===== src/rtl/cg_ptw_pkg.sv =====
// -----------------------------------------------------------------------------
// cg_ptw_pkg
// Shared definitions for the Sv39 page-table walker: address/PTE geometry,
// PTE bit positions, FSM state encodings and a VPN field extractor.
// -----------------------------------------------------------------------------
package cg_ptw_pkg;

    // Sv39 geometry
    localparam int VADDR_WIDTH   = 39;
    localparam int PADDR_WIDTH   = 56;
    localparam int PPN_WIDTH     = 44;
    localparam int OFFSET_WIDTH  = 12;
    localparam int VPN_WIDTH     = 9;
    localparam int LEVELS        = 3;
    localparam int PTE_WIDTH     = 64;
    localparam int PTE_SIZE_LOG2 = 3;
    localparam int VPN_ALL_WIDTH = LEVELS * VPN_WIDTH;

    localparam logic [1:0] TOP_LEVEL = 2'(LEVELS - 1);

    // PTE bit positions
    localparam int PTE_V       = 0;
    localparam int PTE_R       = 1;
    localparam int PTE_W       = 2;
    localparam int PTE_X       = 3;
    localparam int PTE_A       = 6;
    localparam int PTE_D       = 7;
    localparam int PTE_PPN_LSB = 10;

    // Walker FSM states
    typedef logic [2:0] state_t;
    localparam state_t ST_IDLE  = 3'd0;
    localparam state_t ST_REQ   = 3'd1;
    localparam state_t ST_WAIT  = 3'd2;
    localparam state_t ST_DONE  = 3'd3;
    localparam state_t ST_FAULT = 3'd4;

    // Select the VPN field of a level from the packed {vpn2, vpn1, vpn0}.
    function automatic logic [VPN_WIDTH-1:0] vpn_field(
        input logic [VPN_ALL_WIDTH-1:0] vpn,
        input logic [1:0]               level
    );
        case (level)
            2'd0:    return vpn[VPN_WIDTH-1:0];
            2'd1:    return vpn[2*VPN_WIDTH-1:VPN_WIDTH];
            default: return vpn[3*VPN_WIDTH-1:2*VPN_WIDTH];
        endcase
    endfunction

endpackage


===== src/rtl/cg_ptw_pte_check.sv =====
// -----------------------------------------------------------------------------
// cg_ptw_pte_check
// Combinational Sv39 PTE decoder. Classifies a fetched PTE at a given level as
// leaf / pointer / fault and produces the PPN to use next: the next table PPN
// for a pointer, or the final PPN (superpage low bits filled from the VA) for
// a leaf.
//
// Configuration macro: CG_PTW_AD_CHECK_EN -- when defined, a leaf with A=0
// faults (D is not checked, walks are reads).
//
// Ports:
//   pte       in  PTE_WIDTH      fetched page-table entry
//   level     in  2              level the PTE was read at (2 = root)
//   vpn_low   in  2*VPN_WIDTH    {vpn1, vpn0} of the missing VA
//   is_leaf   out 1              PTE has R or X set
//   is_fault  out 1              walk must terminate with a page fault
//   next_ppn  out PPN_WIDTH      next table PPN or translated leaf PPN
// -----------------------------------------------------------------------------
module cg_ptw_pte_check
    import cg_ptw_pkg::*;
(
    input  logic [PTE_WIDTH-1:0]   pte,
    input  logic [1:0]             level,
    input  logic [2*VPN_WIDTH-1:0] vpn_low,
    output logic                   is_leaf,
    output logic                   is_fault,
    output logic [PPN_WIDTH-1:0]   next_ppn
);

    logic [PPN_WIDTH-1:0] pte_ppn;
    logic                 misaligned;
    logic                 ad_fault;

    assign pte_ppn = pte[PTE_PPN_LSB +: PPN_WIDTH];

    // Reserved, RSW, U, G and D bits do not influence a read walk.
    logic unused_pte_bits;
    assign unused_pte_bits = ^{pte[PTE_WIDTH-1:PTE_PPN_LSB+PPN_WIDTH],
                               pte[PTE_PPN_LSB-1:PTE_D+1], pte[PTE_D:4]};

`ifdef CG_PTW_AD_CHECK_EN
    assign ad_fault = ~pte[PTE_A];
`else
    assign ad_fault = 1'b0;
`endif

    // NOTE: every output of a combinational block gets a default first, so
    // no path through the case statements can leave a latch behind.
    always_comb begin
        is_leaf    = pte[PTE_R] | pte[PTE_X];
        misaligned = 1'b0;
        next_ppn   = pte_ppn;

        // A superpage leaf must have zeros in the PPN bits that the VA supplies.
        case (level)
            2'd1:    misaligned = |pte_ppn[VPN_WIDTH-1:0];
            2'd2:    misaligned = |pte_ppn[2*VPN_WIDTH-1:0];
            default: misaligned = 1'b0;
        endcase

        if (is_leaf) begin
            case (level)
                2'd1:    next_ppn[VPN_WIDTH-1:0]   = vpn_low[VPN_WIDTH-1:0];
                2'd2:    next_ppn[2*VPN_WIDTH-1:0] = vpn_low;
                default: next_ppn                  = pte_ppn;
            endcase
        end

        is_fault = ~pte[PTE_V]
                 | (~pte[PTE_R] & pte[PTE_W])
                 | (is_leaf & (misaligned | ad_fault))
                 | (~is_leaf & (level == 2'd0));
    end

endmodule


===== src/rtl/cg_ptw_sv39.sv =====
// -----------------------------------------------------------------------------
// cg_ptw_sv39
// Sv39 hardware page-table walker serving TLB misses. Walks up to three levels
// through a single-outstanding memory read port and returns either a one-cycle
// fill pulse with the translated PA or a one-cycle page-fault pulse.
//
// Configuration macro: CG_PTW_AD_CHECK_EN (see cg_ptw_pte_check).
//
// Ports:
//   i_clk, i_rstn       clock, asynchronous active-low reset
//   i_tlb_miss          miss request, accepted only while idle
//   i_tlb_miss_vaddr    missing virtual address
//   o_ptw_valid         fill pulse; o_ptw_paddr = {PPN, 12'b0}
//   o_ptw_fault         page-fault pulse
//   i_satp_ppn          root page-table PPN
//   i_flush             abort the current walk
//   o_mem_req/addr      PTE read request, held until i_mem_ready
//   i_mem_ready         request accepted
//   i_mem_rvalid/rdata  PTE read data
// -----------------------------------------------------------------------------
module cg_ptw_sv39
    import cg_ptw_pkg::*;
(
    input  logic                   i_clk,
    input  logic                   i_rstn,
    input  logic                   i_tlb_miss,
    input  logic [VADDR_WIDTH-1:0] i_tlb_miss_vaddr,
    output logic                   o_ptw_valid,
    output logic [PADDR_WIDTH-1:0] o_ptw_paddr,
    output logic                   o_ptw_fault,
    input  logic [PPN_WIDTH-1:0]   i_satp_ppn,
    input  logic                   i_flush,
    output logic                   o_mem_req,
    output logic [PADDR_WIDTH-1:0] o_mem_addr,
    input  logic                   i_mem_ready,
    input  logic                   i_mem_rvalid,
    input  logic [PTE_WIDTH-1:0]   i_mem_rdata
);

    state_t                   state;
    logic [1:0]               level;
    logic [PPN_WIDTH-1:0]     table_ppn;
    logic [VPN_ALL_WIDTH-1:0] vpn;
    logic [PPN_WIDTH-1:0]     result_ppn;
    logic                     abort;

    logic                     chk_leaf;
    logic                     chk_fault;
    logic [PPN_WIDTH-1:0]     chk_ppn;

    // The page offset never takes part in the walk.
    logic unused_offset;
    assign unused_offset = ^i_tlb_miss_vaddr[OFFSET_WIDTH-1:0];

    cg_ptw_pte_check u_pte_check (
        .pte      (i_mem_rdata),
        .level    (level),
        .vpn_low  (vpn[2*VPN_WIDTH-1:0]),
        .is_leaf  (chk_leaf),
        .is_fault (chk_fault),
        .next_ppn (chk_ppn)
    );

    // Address is built from registered state only, so it cannot move while
    // a request waits for i_mem_ready.
    assign o_mem_addr  = {table_ppn, vpn_field(vpn, level), {PTE_SIZE_LOG2{1'b0}}};
    assign o_ptw_paddr = {result_ppn, {OFFSET_WIDTH{1'b0}}};

    // A flush suppresses a request or a response pulse in the same cycle.
    assign o_mem_req   = (state == ST_REQ)   & ~i_flush;
    assign o_ptw_valid = (state == ST_DONE)  & ~i_flush;
    assign o_ptw_fault = (state == ST_FAULT) & ~i_flush;

    // NOTE: sequential state uses non-blocking assignments so every register
    // samples the pre-edge values, independent of statement order.
    always_ff @(posedge i_clk or negedge i_rstn) begin
        if (!i_rstn) begin
            state      <= ST_IDLE;
            level      <= TOP_LEVEL;
            table_ppn  <= '0;
            vpn        <= '0;
            result_ppn <= '0;
            abort      <= 1'b0;
        end else begin
            case (state)
                ST_IDLE: begin
                    if (i_tlb_miss && !i_flush) begin
                        vpn       <= i_tlb_miss_vaddr[VADDR_WIDTH-1:OFFSET_WIDTH];
                        level     <= TOP_LEVEL;
                        table_ppn <= i_satp_ppn;
                        state     <= ST_REQ;
                    end
                end

                ST_REQ: begin
                    if (i_flush) begin
                        state <= ST_IDLE;
                    end else if (i_mem_ready) begin
                        state <= ST_WAIT;
                    end
                end

                ST_WAIT: begin
                    if (i_mem_rvalid) begin
                        abort <= 1'b0;
                        if (abort || i_flush) begin
                            // Flushed walk: the read is drained, its data dropped.
                            state <= ST_IDLE;
                        end else if (chk_fault) begin
                            state <= ST_FAULT;
                        end else if (chk_leaf) begin
                            result_ppn <= chk_ppn;
                            state      <= ST_DONE;
                        end else begin
                            table_ppn <= chk_ppn;
                            level     <= level - 2'd1;
                            state     <= ST_REQ;
                        end
                    end else if (i_flush) begin
                        abort <= 1'b1;
                    end
                end

                ST_DONE:  state <= ST_IDLE;
                ST_FAULT: state <= ST_IDLE;
                default:  state <= ST_IDLE;
            endcase
        end
    end

endmodule


===== config.mk =====
export PLATFORM = sky130hd
export DESIGN_NAME = cg_ptw_sv39
export DESIGN_NICKNAME = d
export VERILOG_FILES = /design/src/rtl/cg_ptw_pkg.sv /design/src/rtl/cg_ptw_pte_check.sv /design/src/rtl/cg_ptw_sv39.sv
export SDC_FILE = /design/constraint.sdc
export NUM_CORES = 1
export LEC_CHECK = 0
export BUFFER_PORTS_ARGS = -buffer_cell sky130_fd_sc_hd__buf_2
export CORE_AREA = 5 5 127 129
export DETAILED_ROUTE_END_ITERATION = 8
export DIE_AREA = 0 0 132 134
export PLACE_DENSITY = 0.78
export SYNTH_ARGS = -nofsm -noshare
export SYNTH_HDL_FRONTEND = slang
export SYNTH_SLANG_ARGS = --single-unit

===== constraint.sdc =====
create_clock -name i_clk -period 2.8 [get_ports i_clk]
set_clock_uncertainty 0.15 [all_clocks]
set_input_delay 0.14 -clock i_clk [delete_from_list [all_inputs] [get_ports i_clk]]
set_output_delay 0.14 -clock i_clk [all_outputs]
set_load 0.01 [all_outputs]

==> results of run 1 <==
==> what timing repair did <==
item	4_1_cts	5_1_grt
hold buffers	108	0
endpoints found under the hold margin	157	0
setup endpoints to repair	0	19
resized for setup	0	2
==> through the flow <==
stage	total power, mW	worst slack [ns]
after floorplan	3.23	0.123
after global placement	3.95	0.169
after detailed placement	3.99	0.0906
after CTS	6.19	0.0840
after global routing	6.49	-0.00825
final	6.16	0.144
==> power by group <==
group,switching (mW),internal [mW]
sequential,0.247,2.12
combinational,0.916,0.831
clock,0.788,1.26
total,1.95,4.21
==> sequential cells by signal (all words and copies together), names as in the netlist <==
register,count
table_ppn,44
result_ppn,44
vpn,27
state,3
abort,1
level,2
==> worst reg2reg max path: stages (launching register included) <==
cell	delay (ns)
dfstp_2	0.54
inv_1	0.06
ha_1	0.19
a221o_1	0.33
buf_4	0.16
o41ai_4	0.39
buf_6	0.39
a21oi_1	0.17
a31oi_1	0.20
==> cell type report <==
cell class | instances | area (sq um) | area share
flip-flops and latches | 121 | 3030 | 0.346
multi-input cells | 330 | 2510 | 0.287
repair buffers | 350 | 2390 | 0.274
clock buffers | 20 | 457 | 0.0522
well taps | 188 | 235 | 0.0269
clock inverters | 12 | 101 | 0.0116
inverters | 6 | 22.5 | 0.00258
==> final timing paths <==
check | startpoint | to | slack (ns) | depth (start not counted)
max | level[1] | table_ppn[27] | 0.14 | 8
min | i_mem_rdata[14] | result_ppn[4] | 0.006 | 3
max reg2reg | level[1] | table_ppn[27] | 0.14 | 8
min reg2reg | table_ppn[10] | table_ppn[10] | 0.35 | 1
max in group asynchronous | i_rstn | table_ppn[9] | 1.52 | 3
min in group asynchronous | i_rstn | table_ppn[31] | 0.19 | 2
==> cells by family (layout without fill, tap and decap cells) <==
logic type | after synthesis | in the layout | share of synthesized area
AO/OA/AOI/OAI | 130 | 130 | 0.130
flip-flops | 121 | 121 | 0.524
multiplexers | 116 | 116 | 0.230
AND/OR/NAND/NOR | 66 | 66 | 0.0552
buffers and inverters | 55 | 388 | 0.0541
adder cells (fa/ha/maj) | 3 | 3 | 0.00649
other | 1 | 15 | 0.000649
==> layout by cell type (no fill, tap or decap), types with 2 or more instances in the layout <==
cell type	netlist	final
mux2_2	50	50
o21ai_1	0	2
a22oi_1	9	9
a21oi_1	48	48
nor3_1	2	2
dlygate4sd3_1	0	108
clkinv_2	0	5
a31oi_1	28	28
nor4b_1	2	2
dfrtp_1	120	120
clkbuf_8	0	2
nor2_1	29	28
nand2_1	21	21
buf_2	2	223
nand3_1	2	2
clkbuf_16	0	17
ha_1	3	3
buf_12	2	4
mux2i_1	45	45
conb_1	1	15
nor4_1	2	2
buf_4	15	14
o21ai_0	40	38
clkinvlp_4	0	5
mux2_4	21	21
inv_1	6	6
==> per-layer routing <==
metal	vias to the layer above	track usage	routed length, um
li1	2423	-	-
met1	2545	0.269	7560
met2	311	0.375	9670
met3	44	0.0728	1810
met4	0	0.0880	558
met5	-	0	0
==> impl_metrics.yaml, run 1 <==
place:
  hpwl_mm: 12.8
  port_buffers: 224
  dpl.cell_count: 887
  gp_congestion: 0.810
  place_area_sq_um: 7100
cts:
  root_buffer: "clkbuf_16"
  cts_buffers: 17
  numClockSinks: 121
  worstSkewPairLatency_ns: 0.41
  post-cts-setup-buffer-count: 0
  cts_tree: "done"
  clock_path_buffers: 2
  htreeDepth: 4
  clk_pin_slew_worst_paths_ns: 0.05
sta:
  fin_hold_ws_ns: 0.00638
  setup_viol: 0
  hold_viol: 0
  max_freq_ghz: 0.376
  drv_slew: 0
  fin_crit_sh: 0.949
  tightest_slew_ns: 1.17
  tns_ns: 0
  rsz0062_at_grt: "yes"
  slew_headroom: 0.212
  min_period_ns: 2.66
critical_path:
  cp_slowest_cell: "dfstp_2"
  required_ns: 2.97
  critical_path_arrival_ns: 2.83
  crit_buf_inv: 3
  path_max_fanout: 54
  cp-end-kind: "flip-flop"
  slowest_delay_ns: 0.54
  critPathTopFamily: "compound AO/OA/AOI/OAI gates"
  worstSetupPathType: "flip-flop to flip-flop"
  start_kind: "flip-flop"
  crit_chain: "inv_1, ha_1, a221o_1, buf_4, o41ai_4, buf_6, a21oi_1, a31oi_1"
synth:
  synth-seq-area-share: 0.524
  synth_area_leaders: "dfrtp_1 52%, mux2_2 9.7%, mux2i_1 7.8%, mux2_4 5.5%, a21oi_1 4.2%"
  synth_ff_type: "dfrtp_1"
  netlist_area_sq_um: 5780
  synth.cells.most_frequent: "120 x dfrtp_1, 50 x mux2_2, 48 x a21oi_1"
  synth_edf_count: 0
  yosysTopAreaCell: "dfrtp_1"
  post-synth-top-count-cell: "dfrtp_1"
  ys_warn_count: 0
  avgSynthCellArea_sq_um: 11.8
  synth-seq-cells: 121
  synth.distinct_cells: 37
  synthArstFlopShare: 1.00
  syn_inst: 492
  synth.top_cell.area_share: 0.519
pwr:
  powerDensity_nw_per_um2: 704
  p_leak_nw: 4.31
  ir_drop_mv: 0.435
run_status:
  status: "finished clean"
global_routing:
  gr-total-overflow: 0
  grt_pass1_vias: 5547
  grt_pass1_wl_mm: 31.0
  antenna_found_initial: 0
  grt_max_degree: 55
  globalRouteTotalUtil: 0.224
floorplan:
  die_h_um: 134
  dieArea_sq_um: 17700
  num_io_pins: 268
  initial_core_util: 0.388
  rows: 45
  die_w_um: 132
  core_sq_um: 14900
run:
  maxCapViolations: 0
drt:
  wl_mm: 19.6
  drc: 0
  wl_per_cell_um: 19.1
  num_vias: 5323
  first_pass_iters: 5
  drtIter0Drc: 264
  via_per_inst: 5.18
  drt.antenna.violating_nets: 0
finish:
  synthToLayoutAreaGrowth_pct: 51.2
  drive_gt1_frac: 0.421
  antenna_cells: 0
  finalNonFillerCells: 1027
  design_area_sq_um: 8740
  fin_nets: 982
  fin_util: 0.586
  fillerInstances: 1185
min_path:
  hp-class: "input port to flip-flop"
No activity file was read; power rests on OpenSTA's default activity.
==> inputs of run 2 (changes only) <==
--- a/config.mk
+++ b/config.mk
@@ -6,10 +6,12 @@
 export NUM_CORES = 1
 export LEC_CHECK = 0
 export BUFFER_PORTS_ARGS = -buffer_cell sky130_fd_sc_hd__buf_2
-export CORE_AREA = 5 5 127 129
+export CORE_AREA = 5 5 126 128
 export DETAILED_ROUTE_END_ITERATION = 8
-export DIE_AREA = 0 0 132 134
-export PLACE_DENSITY = 0.78
+export DIE_AREA = 0 0 131 133
+export GPL_TIMING_DRIVEN = 0
+export PLACE_DENSITY = 0.82
 export SYNTH_ARGS = -nofsm -noshare
 export SYNTH_HDL_FRONTEND = slang
+export SYNTH_HIERARCHICAL = 1
 export SYNTH_SLANG_ARGS = --single-unit
==> run 2 against run 1 <==
Worst setup slack worse by 0.079 ns. Utilization is 5.2 points higher. Fmax is 2.9% lower. Synthesized cell count grew 2.0%. Sequential power is 5% higher. Flip-flop and latch count unchanged. Hold slack improved by 0.021 ns. Clock-buffer cell count increased by 1. Die area fell by 1.5%. Global-route usage up 2.4 points. Area after synthesis rose by 8.1%.
==> impl_metrics.yaml, run 2 <==
finish:
  final_cell_mix: "200 x buf_2, 120 x dfrtp_1, 118 x dlygate4sd3_1"
  finalNonFillerCells: 1059
  synthToLayoutAreaGrowth_pct: 50.5
  largestRegisters: "result_ppn: 44 flops, table_ppn: 44 flops, vpn: 27 flops"
  drive_gt1_frac: 0.461
  final_common_cell: "buf_2"
  fillerInstances: 1066
  fin_nets: 1015
run_status:
  status: "finished clean"
drt:
  via_per_inst: 5.39
  topRoutingLayerUsed: "met4"
  drc: 0
  num_vias: 5706
  wl_per_cell_um: 20.6
  m1WireLength_mm: 8.16
  wl_mm: 21.8
  wl_met2_mm: 10.9
  drt.antenna.violating_nets: 0
  wl_met3_mm: 1.70
  first_pass_iters: 5
  drtIter0Drc: 331
min_path:
  hold_start: "i_mem_rdata[22]"
  hp-class: "input port to flip-flop"
synth:
  synth.distinct_cells: 45
  yosysTopAreaCell: "dfrtp_1"
  synth-seq-area-share: 0.485
  synth.cells.most_frequent: "120 x dfrtp_1, 78 x mux2_2, 45 x and2_1"
  synth_area_leaders: "dfrtp_1 48%, mux2_2 14%, a32oi_1 6.2%, o2bb2ai_1 6.0%, buf_4 4.9%"
  synth_ff_type: "dfrtp_1"
  avgSynthCellArea_sq_um: 12.5
  netlist_area_sq_um: 6250
  ys_warn_count: 6
  synth.top_cell.area_share: 0.480
  synthArstFlopShare: 1.00
  post-synth-top-count-cell: "dfrtp_1"
  synth-seq-cells: 121
  syn_inst: 502
  synth_edf_count: 0
critical_path:
  critical_path_arrival_ns: 2.88
  path_max_fanout: 10
  required_ns: 2.95
  startpoint: "i_mem_rdata[19]"
  cp-end-kind: "flip-flop"
  r2r_start: "level[1]"
  start_kind: "input port"
  worstSetupPathType: "input port to flip-flop"
cts:
  cts_buffers: 17
  worstSkewPairLatency_ns: 0.42
  root_buffer: "clkbuf_16"
  htreeDepth: 4
  clk_pin_slew_worst_paths_ns: 0.06
  numClockSinks: 121
  clock_path_buffers: 2
  cts_tree: "done"
pwr:
  pwr-share-comb: 0.278
  clkPwrFrac: 0.338
  seqPwrFrac: 0.385
  ir_drop_mv: 0.431
  powerDensity_nw_per_um2: 684
  p_sw_frac: 0.313
  power.net_switching_mw: 2.01
  p_int_mw: 4.42
  p_leak_nw: 4.70
  finalPower_mw: 6.43
global_routing:
  grt_pass1_wl_mm: 33.3
  gr-total-overflow: 0
  grt_pass1_vias: 6159
  grt_max_degree: 75
  globalRouteTotalUtil: 0.248
  antenna_found_initial: 1
floorplan:
  die_w_um: 131
  core_sq_um: 14800
  rows: 45
  initial_core_util: 0.424
  num_io_pins: 268
  die_h_um: 133
  dieArea_sq_um: 17400
sta:
  tightest_slew_ns: 0.879
  fin_crit_sh: 0.977
  drv_slew: 0
  setup_viol: 0
  min_period_ns: 2.74
  max_freq_ghz: 0.366
  hold_viol: 0
  slew_headroom: 0.410
place:
  hpwl_mm: 14.1
  gp_congestion: 0.845
  dpl.cell_count: 902
  port_buffers: 197
run:
  maxCapViolations: 0
-- run 2: cell count changes after synthesis, sizes merged, moves of 36 or more --
cell / previous run / this run
a21oi: 48 / 1
a32oi: 0 / 44
and2: 1 / 47
buf: 24 / 60
mux2i: 45 / 0
o21ai: 40 / 3
o2bb2ai: 0 / 44
-- run 2: path summary, 6_finish.rpt --
check	endpoint	slack [ns]	cells after the start
setup / recovery	result_ppn[19]	0.06	10
hold / removal	result_ppn[12]	0.03	3
setup reg to reg	result_ppn[19]	0.13	9
hold reg to reg	table_ppn[5]	0.33	1
max in group asynchronous	level[1]	1.67	3
min in group asynchronous	result_ppn[10]	0.07	2
-- run 2: per-layer routing --
metal  GRT usage  up-vias
met4       0.127        0
met2       0.414      319
met1       0.286     2777
li1            -     2532
met5           0        -
met3      0.0711       78
-- run 2: power by group through the flow --
stage	sequential [mW]	combinational (mW)	clock [mW]
floorplan	2.54	0.820	0
global placement	2.46	1.58	0
detailed placement	2.47	1.62	0
CTS	2.45	1.76	2.19
global route	2.51	1.92	2.28
finish	2.48	1.79	2.17
-- run 2: cells by family after synthesis --
group,synth area share
AO/OA/AOI/OAI,0.149
adder cells (fa/ha/maj),0.0100
buffers and inverters,0.0921
AND/OR/NAND/NOR,0.0947
multiplexers,0.169
flip-flops,0.485
other,0.000600
-- run 2: final cells by class --
| cell class | instances | area [sq um] | share of cell area |
|---|---|---|---|
| tap | 188 | 235 | 0.0250 |
| clock inverter | 11 | 123 | 0.0130 |
| inverter | 5 | 18.8 | 0.00200 |
| sequential | 121 | 3030 | 0.322 |
| clock buffer | 21 | 460 | 0.0489 |
| antenna | 1 | 2.50 | 0.000266 |
| multi-input combinational | 312 | 2720 | 0.289 |
| buffer | 77 | 549 | 0.0584 |
| timing repair buffer | 323 | 2270 | 0.241 |
-- run 2: timing repair --
item | CTS | global route
gates cloned | 0 | 1
setup endpoints to repair | 86 | 92
buffers inserted | 3 | 3
hold endpoints to repair | 237 | 1
resized for setup | 3 | 4
pin swaps | 1 | 4
hold buffers | 118 | 1
-- run 2: worst max-delay path, stage by stage --
cell and delay [ns]:
dlygate4sd3_1 0.53, buf_2 0.14, nor4_1 0.38, nand3_1 0.23, o211ai_1 0.27, nand3_2 0.19
nor3_4 0.29, nand3_4 0.21, buf_6 0.22, mux2_2 0.28
-- run 2: per-stage QoR --
stage / TNS (ns) / hold slack (ns) / utilization / setup WS, ns / instance area, sq um
after global routing: -0.00551 / 0.0314 / 0.638 / -0.00335 / 9410
after detailed placement: -19.74 / -0.0404 / 0.512 / -0.326 / 7560
final: 0 / 0.0274 / 0.638 / 0.0649 / 9410
after CTS: 0 / 0.00336 / 0.635 / 0.0188 / 9360
after floorplan: 0 / -0.306 / - / 0.167 / 6300
after global placement: -34.81 / 0.222 / 0.510 / -0.358 / 7520
==> inputs of run 3 (changes only) <==
--- a/config.mk
+++ b/config.mk
@@ -6,11 +6,14 @@
 export NUM_CORES = 1
 export LEC_CHECK = 0
 export BUFFER_PORTS_ARGS = -buffer_cell sky130_fd_sc_hd__buf_2
-export CORE_AREA = 5 5 126 128
+export CELL_PAD_IN_SITES_DETAIL_PLACEMENT = 0
+export CELL_PAD_IN_SITES_GLOBAL_PLACEMENT = 1
+export CORE_AREA = 5 5 144 146
 export DETAILED_ROUTE_END_ITERATION = 8
-export DIE_AREA = 0 0 131 133
+export DIE_AREA = 0 0 149 151
 export GPL_TIMING_DRIVEN = 0
 export PLACE_DENSITY = 0.82
+export REMOVE_ABC_BUFFERS = 1
 export SYNTH_ARGS = -nofsm -noshare
 export SYNTH_HDL_FRONTEND = slang
 export SYNTH_HIERARCHICAL = 1
==> run 3 against run 2 <==
Cell area is 0.13% higher. Critical path type unchanged. Sequential share of layout area barely moved. Flip-flop and latch count unchanged. Die area grew 29%. Largest power group unchanged. Register-to-register slack about the same.
==> impl_metrics.yaml, run 3 (synthesized netlist as in run 2, its figures left out) <==
run_status:
  status: "finished clean"
sta:
  slew_headroom: 0.428
  fin_crit_sh: 0.966
  max_freq_ghz: 0.370
  drv_slew: 0
  rsz0062_at_grt: "no"
  tightest_slew_ns: 0.857
  tns_ns: 0
  setup_viol: 0
  fin_hold_ws_ns: 0.0169
  layout_setup_ws_ns: 0.0945
  hold_viol: 0
  min_period_ns: 2.71
floorplan:
  core_sq_um: 19300
  die_h_um: 151
  num_io_pins: 268
  die_w_um: 149
  rows: 51
  initial_core_util: 0.324
  dieArea_sq_um: 22500
drt:
  num_vias: 5430
  wl_per_cell_um: 20.2
  first_pass_iters: 6
  via_per_inst: 4.94
  wl_mm: 22.2
  drtIter0Drc: 134
  drc: 0
  drt.antenna.violating_nets: 0
global_routing:
  gr-usage-met1: 0.238
  gr-usage-met2: 0.338
  grt_pass1_wl_mm: 33.1
  antenna_found_initial: 0
  globalRouteTotalUtil: 0.191
  grt_pass1_vias: 5790
  grtUsageMet3: 0.0383
  grt_max_degree: 62
  gr-total-overflow: 0
  grt-busiest-layer: "met2"
finish:
  multi_input_area_sq_um: 2820
  design_area_sq_um: 9420
  antenna_cells: 0
  drive_gt1_frac: 0.472
  final_cell_mix: "223 x buf_2, 119 x dfrtp_1, 115 x dlygate4sd3_1"
  final_common_cell: "buf_2"
  fin_nets: 981
  fillerInstances: 1703
  area.sequential_sq_um: 3030
  synthToLayoutAreaGrowth_pct: 50.7
  largestRegisters: "result_ppn: 44 flops, table_ppn: 44 flops, vpn: 27 flops"
place:
  hpwl_mm: 13.7
  place_area_sq_um: 7390
  port_buffers: 224
  gp_congestion: 0.764
  place_ws_ns: -0.501
cts:
  cts_buffers: 17
  htreeDepth: 4
  root_buffer: "clkbuf_16"
  cts_tree: "done"
  numClockSinks: 121
  worstSkewPairLatency_ns: 0.40
  clock_path_buffers: 2
  clk_pin_slew_worst_paths_ns: 0.06
pwr:
  ir_drop_mv: 0.463
  powerDensity_nw_per_um2: 697
  seqPwrFrac: 0.378
  p_sw_frac: 0.304
  power.net_switching_mw: 2.00
  p_int_mw: 4.57
  clkPwrFrac: 0.354
  pwr-share-comb: 0.269
  p_leak_nw: 4.61
  finalPower_mw: 6.57
critical_path:
  crit_chain: "dlygate4sd3_1, buf_2, nor4_4, nand3_1, o211ai_1, nand3_2, nor4_4, buf_4, buf_4, a22oi_2, o2bb2ai_1"
  cp-end-kind: "flip-flop"
  critical_path_arrival_ns: 2.81
  worstSetupPathType: "input port to flip-flop"
  slowest_delay_ns: 0.55
  path_max_fanout: 10
  start_kind: "input port"
  required_ns: 2.91
  cp_slowest_cell: "dlygate4sd3_1"
run:
  maxCapViolations: 0
min_path:
  hp-class: "input port to flip-flop"
## run 3: cell types whose count changed in the layout (fill, tap and decap cells not counted), sizes merged
cell,delta
diode,-1
buf,-18
nand3,+4
clkinvlp,+1
a22oi,+1
dlygate4sd3,-3
bufinv,+2
clkbuf,-21
clkinv,-1
## run 3: cell type report
type,count,share of cell area
flip-flops and latches,121,0.322
multi-input cells,317,0.300
repair buffers,361,0.276
clock buffers,18,0.0466
well taps,265,0.0352
clock inverters,13,0.0189
inverters,5,0.00199
## run 3: final timing paths
path                            startpoint              to  slack (ns)  cells after the start
setup / recovery           i_mem_rdata[15]   table_ppn[11]        0.09                     11
hold / removal             i_mem_rdata[24]  result_ppn[14]        0.02                      3
setup reg to reg                  level[1]   table_ppn[11]        0.13                     10
hold reg to reg               table_ppn[9]    table_ppn[9]        0.33                      1
max in group asynchronous           i_rstn   table_ppn[10]        1.63                      3
min in group asynchronous           i_rstn   table_ppn[42]        0.13                      2
## run 3: power by group through the flow
stage	registers (mW)	logic [mW]	clock network (mW)
2_1_floorplan	2.55	0.725	0
3_5_place_dp	2.50	1.60	0
6_report	2.48	1.76	2.32
4_1_cts	2.48	1.76	2.39
3_3_place_gp	2.49	1.52	0
5_1_grt	2.54	1.91	2.45
## run 3: worst max-delay path, delay by kind of cell
family	cells	cell delay (ns)
AND/OR/NAND/NOR	4	0.98
AO/OA/AOI/OAI	3	0.69
buffers and inverters	4	0.99
## run 3: through the flow
stage | util | instances
global placement | 0.374 | 927
floorplan | - | 438
detailed placement | 0.384 | 935
finish | 0.489 | 1100
global route | 0.489 | 1100
CTS | 0.484 | 1095
## run 3: routing by layer
metal | vias to the layer above | wire length (um)
met5 | - | 0
met2 | 233 | 11100
li1 | 2475 | -
met4 | 0 | 289
met3 | 22 | 1350
met1 | 2700 | 9460
## run 3: what timing repair did
item                       4_1_cts  5_1_grt
setup buffers                   10        3
pin swaps                        5        5
hold buffers                   115        0
hold endpoints to repair       174        0
cloned                           4        2
setup endpoints to repair       86       76
gates resized for setup          6        6
